[config.mk]
export PLATFORM = sky130hd
export DESIGN_NAME = hack_ram_arbiter
export DESIGN_NICKNAME = d
export VERILOG_FILES = /design/src/rtl/hack_ram_arbiter.sv
export SDC_FILE = /design/constraint.sdc
export NUM_CORES = 1
export LEC_CHECK = 0
export CAP_MARGIN = 20
export CORE_UTILIZATION = 32
export CTS_CLUSTER_SIZE = 12
export DETAILED_ROUTE_END_ITERATION = 10
export PLACE_DENSITY_LB_ADDON = 0.2
export SLEW_MARGIN = 10
export SYNTH_ARGS = -nofsm -noshare
export SYNTH_HDL_FRONTEND = slang
export SYNTH_SLANG_ARGS = --single-unit
export TNS_END_PERCENT = 100
[constraint.sdc]
create_clock -name clk -period 5.5 [get_ports clk]
set_input_delay 1.375 -clock clk [delete_from_list [all_inputs] [get_ports clk]]
set_output_delay 1.375 -clock clk [all_outputs]
set_load 0.005 [all_outputs]
[src/rtl/hack_ram_arbiter.sv]
// Data RAM arbiter: Hack CPU (priority) vs DMA master.
// DMA gets a forced slot after a bounded wait.
module hack_ram_arbiter #(
   parameter int AW       = 15,
   parameter int DW       = 16,
   parameter int MAX_WAIT = 8,
   parameter int RD_LAT   = 1
) (
   input  logic          clk,
   input  logic          reset_n,
   input  logic          cpu_req,
   input  logic          cpu_wr,
   input  logic [AW-1:0] cpu_addr,
   input  logic [DW-1:0] cpu_wdata,
   output logic          cpu_stall,
   output logic [DW-1:0] cpu_rdata,
   output logic          cpu_rvalid,
   input  logic          dma_req,
   input  logic          dma_wr,
   input  logic [AW-1:0] dma_addr,
   input  logic [DW-1:0] dma_wdata,
   output logic          dma_gnt,
   output logic [DW-1:0] dma_rdata,
   output logic          dma_rvalid,
   output logic          ram_wr,
   output logic [AW-1:0] ram_addr,
   output logic [DW-1:0] ram_din,
   input  logic [DW-1:0] ram_dout,
   output logic [15:0]   stall_cnt
);

   localparam int WW = (MAX_WAIT > 1) ? $clog2(MAX_WAIT) : 1;
   localparam logic [WW-1:0] WAIT_TOP = WW'(MAX_WAIT - 1);

   logic [WW-1:0]     wait_cnt;
   logic              force_dma;
   logic              cpu_win;
   logic              dma_win;
   logic              rd_in_v;
   logic              rd_in_o;
   logic [RD_LAT-1:0] pipe_v;
   logic [RD_LAT-1:0] pipe_o;

   // Pick the winner; nothing is granted while reset is held low.
   always_comb begin
      force_dma = (wait_cnt == WAIT_TOP);
      cpu_win   = reset_n & cpu_req & ~(dma_req & force_dma);
      dma_win   = reset_n & dma_req & (~cpu_req | force_dma);
      cpu_stall = reset_n & cpu_req & ~cpu_win;
      dma_gnt   = dma_win;
      rd_in_v   = (cpu_win & ~cpu_wr) | (dma_win & ~dma_wr);
      rd_in_o   = dma_win;
   end

   // Steer the winner onto the RAM port; idle defaults to CPU fields.
   always_comb begin
      ram_wr   = 1'b0;
      ram_addr = cpu_addr;
      ram_din  = cpu_wdata;
      if (dma_win) begin
         ram_wr   = dma_wr;
         ram_addr = dma_addr;
         ram_din  = dma_wdata;
      end else if (cpu_win) begin
         ram_wr   = cpu_wr;
      end
   end

   // Count consecutive denied DMA cycles up to the forced-slot point.
   always_ff @(posedge clk or negedge reset_n) begin
      if (!reset_n) begin
         wait_cnt <= '0;
      end else if (dma_req && !dma_win) begin
         if (wait_cnt != WAIT_TOP)
            wait_cnt <= wait_cnt + 1'b1;
      end else begin
         wait_cnt <= '0;
      end
   end

   // Track granted reads and their owner until RAM data returns.
   always_ff @(posedge clk or negedge reset_n) begin
      if (!reset_n) begin
         pipe_v <= '0;
         pipe_o <= '0;
      end else begin
         pipe_v[0] <= rd_in_v;
         pipe_o[0] <= rd_in_o;
         for (int i = 1; i < RD_LAT; i++) begin
            pipe_v[i] <= pipe_v[i-1];
            pipe_o[i] <= pipe_o[i-1];
         end
      end
   end

   // Saturating count of cycles the CPU spent stalled.
   always_ff @(posedge clk or negedge reset_n) begin
      if (!reset_n)
         stall_cnt <= 16'd0;
      else if (cpu_stall && stall_cnt != 16'hFFFF)
         stall_cnt <= stall_cnt + 16'd1;
   end

   // Read data fans out to both masters; rvalid marks the owner.
   always_comb begin
      cpu_rdata  = ram_dout;
      dma_rdata  = ram_dout;
      cpu_rvalid = pipe_v[RD_LAT-1] & ~pipe_o[RD_LAT-1];
      dma_rvalid = pipe_v[RD_LAT-1] &  pipe_o[RD_LAT-1];
   end

endmodule

Word-level counts from Yosys, hierarchy flattened:

Cells that the tools add are included.
Widths: inputs -> output; s select.

* flip-flop bits (word level): 21
* latch bits: 0
* RAM bits: 0
* bits in read-only memories: 0
* bits of input ports: 84
* output and inout port bits: 84
* word-level logic and storage cells: 37
* memories: 0

* add/subtract/negate cells: 2
* $mul: 0
* div/mod/pow operators: 0
* $lt $le $gt $ge: 0
* equal/unequal tests: 4
* shift operators: 0
* mux-type cells: 6
* bitwise gates (word level): 18
* reduce and logical (&&, ||, !) cells: 3

Operator list (number)
* $add 16x1->16 const B: 1
* $mux 16: 1
* $ne 16x16->1 const B: 1
* $mux 15: 1
* $and 1x1->1: 10
* $mux 3: 2
* $not 1->1: 6
* $add 3x1->3 const B: 1
* $eq 3x3->1 const B: 1
* $ne 3x3->1 const B: 1
* $logic_and 1x1->1: 2
* $mux 1: 2
* $ne 2x1->1 const B: 1
* $or 1x1->1: 2
* $logic_not 1->1: 1

Longest topological paths before layout:

* word-level depth: 7
* gate-level depth with buffers: 7
* mapped depth without buffers: 6

Least setup slack after synthesis:

Ideal clock, no wire load.

* path kind: in2out
* start: input dma_req
* end: output ram_addr[0]
* arrival time: 2209 ps
* required time: 4125 ps
* slack: 1916 ps
* stages on the path: 4
* path buffers: 1
* cell sequence: a21boi_0 nand2_1 buf_2 mux2_2

* cells in the longest elaborated chain, start to end: 3

RTL lines
* from (decl): RTL line 18 `input logic dma_req,`
* $and 1x1->1 (2 in a row): RTL line 48 `dma_win = reset_n & dma_req & (~cpu_req | force_dma);`
* $mux 15: RTL line 60 `if (dma_win) begin`
* to (decl): RTL line 26 `output logic [AW-1:0] ram_addr,`

No other way between the ends.

Worst setup path in the final report:

* start: input cpu_req
* end: output ram_addr[14]

* cells in the longest elaborated chain, start to end: 4

RTL lines
* from (decl): RTL line 11 `input logic cpu_req,`
* $not 1->1: RTL line 48
* $or 1x1->1: RTL line 48
* $and 1x1->1: RTL line 48
* $mux 15: RTL line 60

No other way between the ends.

==> results.txt <==
worst relative slew slack -> 62.57%
crit-path max FO -> 32
initial core utilization -> 33.35%
Critical Path RT -> 4.12 ns
standby leakage power -> 1.202 nW
deepest clock path buffer count -> 2
CTS HTree Levels -> 1
number of library cell types mapped by synthesis -> 35
antenna violations before repair -> 0
Worst-path clk slew -> 0.08 ns
Total Nets Final -> 347
transition time at the pin with the least slew margin -> 0.5573 ns
number of clock sinks seen by CTS -> 21
final hold violations -> 0
final setup slack of the worst path -> 0.7454 ns
Detailed Route Iter0 Violations -> 74
Final ANT Viol Nets -> 0
maxcap violations -> 0
Routed WL per cell -> 14.52 µm
final setup violation count -> 0
setup fix buffers added after clock tree synthesis -> 0
CP endpoint kind -> primary output
placement-stage worst setup slack -> 0.7418 ns
Power per Cell Area -> 135.5 nW/µm²
clock tree root driver cell -> sky130_fd_sc_hd__clkbuf_8
setup TNS after final layout -> 0 ns
residual DRC count -> 0
height of the die -> 75.19 µm
total count of max-transition violations in the final report -> 0
first element of the critical path -> cpu_req
final clock skew -> 0.008492 ns
flop and latch count out of synthesis -> 21
worst-case vdd ir drop -> 0.00008467 V
fraction of layout instances using a drive strength above 1 -> 17.37%
part of the Yosys area used for sequential elements -> 30.66%
worst hold path type -> reg -> reg
CTS Buf Count -> 3
RSZ-0062 raised after global routing -> no
power consumption -> 379.6 µW
Area Growth Syn to Fin -> 63.43%
number of buffers inserted for hold repair after clock tree synthesis -> 0
standard cell core area -> 5140 µm²
clock tree from TritonCTS -> built
startpoint of the most critical register-to-register path -> wait_cnt[0]
final WL -> 4777 µm
input/output buffers -> 119
min Tclk post-route -> 4.755 ns
largest net degree at the start of global routing -> 33
fmax -> 0.2103 GHz
status -> completed
Arr. time, crit path -> 3.38 ns
All-Layer GR Usage -> 17.44%
remaining global-route overflow -> 0
critical path start-end classification -> in -> out
Post-DP HPWL -> 3987 µm
Post-Syn Area -> 1714 µm²
GP Congestion -> 0.7968
diodes inserted -> 0
chip width -> 75.19 µm
vias in the first global route -> 1526
TritonRoute pass-1 iters -> 4
DR vias -> 1561
synthesized area divided by synthesized cell count -> 10.14 µm²
worst hold start -> stall_cnt[10]
Resize count post-CTS -> 0
utilization after layout -> 54.50%
synthesized instance count -> 169
overall die area -> 5654 µm²
average vias per placed instance -> 4.745
total number of yosys warnings -> 0
number of core rows -> 26
clock insertion delay at the later pin of the skew report -> 0.26 ns
I/O pin cnt -> 168
type of element launching the critical path -> input pin
net count after synthesis -> 256
first-pass GRT wire length -> 7445 µm
final period utilization -> 86.45%
==> synth_stat cells, drive strengths merged <==
cell type | n | area (µm²)
buf | 36 | 260.3
mux2 | 33 | 375.4
dfrtp | 21 | 525.5
xor2 | 13 | 113.9
nand2 | 8 | 30.03
nand4 | 7 | 50.05
nor3 | 7 | 35.03
nand3 | 6 | 42.54
and2 | 4 | 25.02
inv | 4 | 15.01
nor2 | 4 | 17.52
nor4 | 4 | 40.04
ha | 3 | 37.54
nor2b | 3 | 18.77
a32o | 2 | 20.02
and4 | 2 | 18.77
a2111oi | 1 | 8.760
a211oi | 1 | 7.510
a21boi | 1 | 7.510
a22oi | 1 | 7.510
a32oi | 1 | 8.760
and3 | 1 | 6.260
nand2b | 1 | 6.260
nand4b | 1 | 8.760
nor3b | 1 | 7.510
o21ai | 1 | 5.000
o22ai | 1 | 6.260
xnor2 | 1 | 8.760
==> where the power goes <==
group | internal [mW] | switching, mW
sequential | 0.156 | 0.00126
clock | 0.0505 | 0.0516
combinational | 0.0884 | 0.0317
total | 0.295 | 0.0845
==> cell families (layout without fill, tap and decap cells) <==
family | after synthesis | after routing | share of synthesized area (%)
compound gates | 9 | 9 | 4.161
simple gates | 49 | 49 | 17.88
fa+ha+maj | 3 | 3 | 2.190
mux | 33 | 33 | 21.90
flops | 21 | 21 | 30.66
buf+inv | 40 | 130 | 16.06
xor+xnor | 14 | 14 | 7.153
==> layer usage <==
metal  vias up  track usage [%]  part of all wire, %
met3         4            6.693                  9.4
met2        84            31.03                   52
met4         0            3.909                 0.94
li1        752                -                    -
met5         -                0                    0
met1       721            19.82                   38
==> worst max-delay path, stage by stage <==
cell and delay (ns):
sky130_fd_sc_hd__clkdlybuf4s50_1 0.55, sky130_fd_sc_hd__a21boi_0 0.15, sky130_fd_sc_hd__nand2_1 0.09, sky130_fd_sc_hd__buf_4 0.35
sky130_fd_sc_hd__mux2_2 0.38, sky130_fd_sc_hd__clkdlybuf4s50_1 0.47
==> layout by cell type (no fill, tap or decap), drive strengths merged <==
master,n
clkdlybuf4s50,119
mux2,33
dfrtp,21
xor2,13
nand2,8
nor3,7
nand4,7
nand3,6
inv,4
and2,4
nor2,4
nor4,4
nor2b,3
ha,3
clkbuf,3
buf,3
a32o,2
and4,2
a21boi,1
o21ai,1
o22ai,1
a32oi,1
a2111oi,1
a211oi,1
nor3b,1
a22oi,1
nand2b,1
and3,1
nand4b,1
xnor2,1
clkinv,1
==> area by class of cell <==
type                       instances  area (µm²)
fill                             501        2338
timing repair buffer             122        1214
multi-input combinational        108       913.4
sequential                        21       525.5
tap                               70       87.58
clock buffer                       3       41.29
inverter                           4       15.01
clock inverter                     1       5.005
==> registers in the layout (all words and copies together), names as in the netlist <==
name and count:
stall_cnt 16, wait_cnt 3, pipe_o 1, pipe_v 1
==> stage by stage <==
stage | std cells | instance area, µm² | hold WS (ns)
6_report | 329 | 2801 | 0.5278
4_1_cts | 329 | 2801 | 0.5322
3_3_place_gp | 325 | 2755 | 0.5102
5_1_grt | 329 | 2801 | 0.5525
3_5_place_dp | 325 | 2755 | 0.5207
2_1_floorplan | 169 | 1714 | 0.5000
==> final timing paths <==
check	to	slack, ns	cells past startpoint
max in group asynchronous	stall_cnt[3]	3.74	2
min in group asynchronous	wait_cnt[2]	1.52	2
max	ram_addr[14]	0.75	6
min reg2reg	stall_cnt[10]	0.53	1
max reg2reg	stall_cnt[12]	3.56	7
min	stall_cnt[10]	0.53	1
Note: power is estimated with default switching activity, not from simulation.
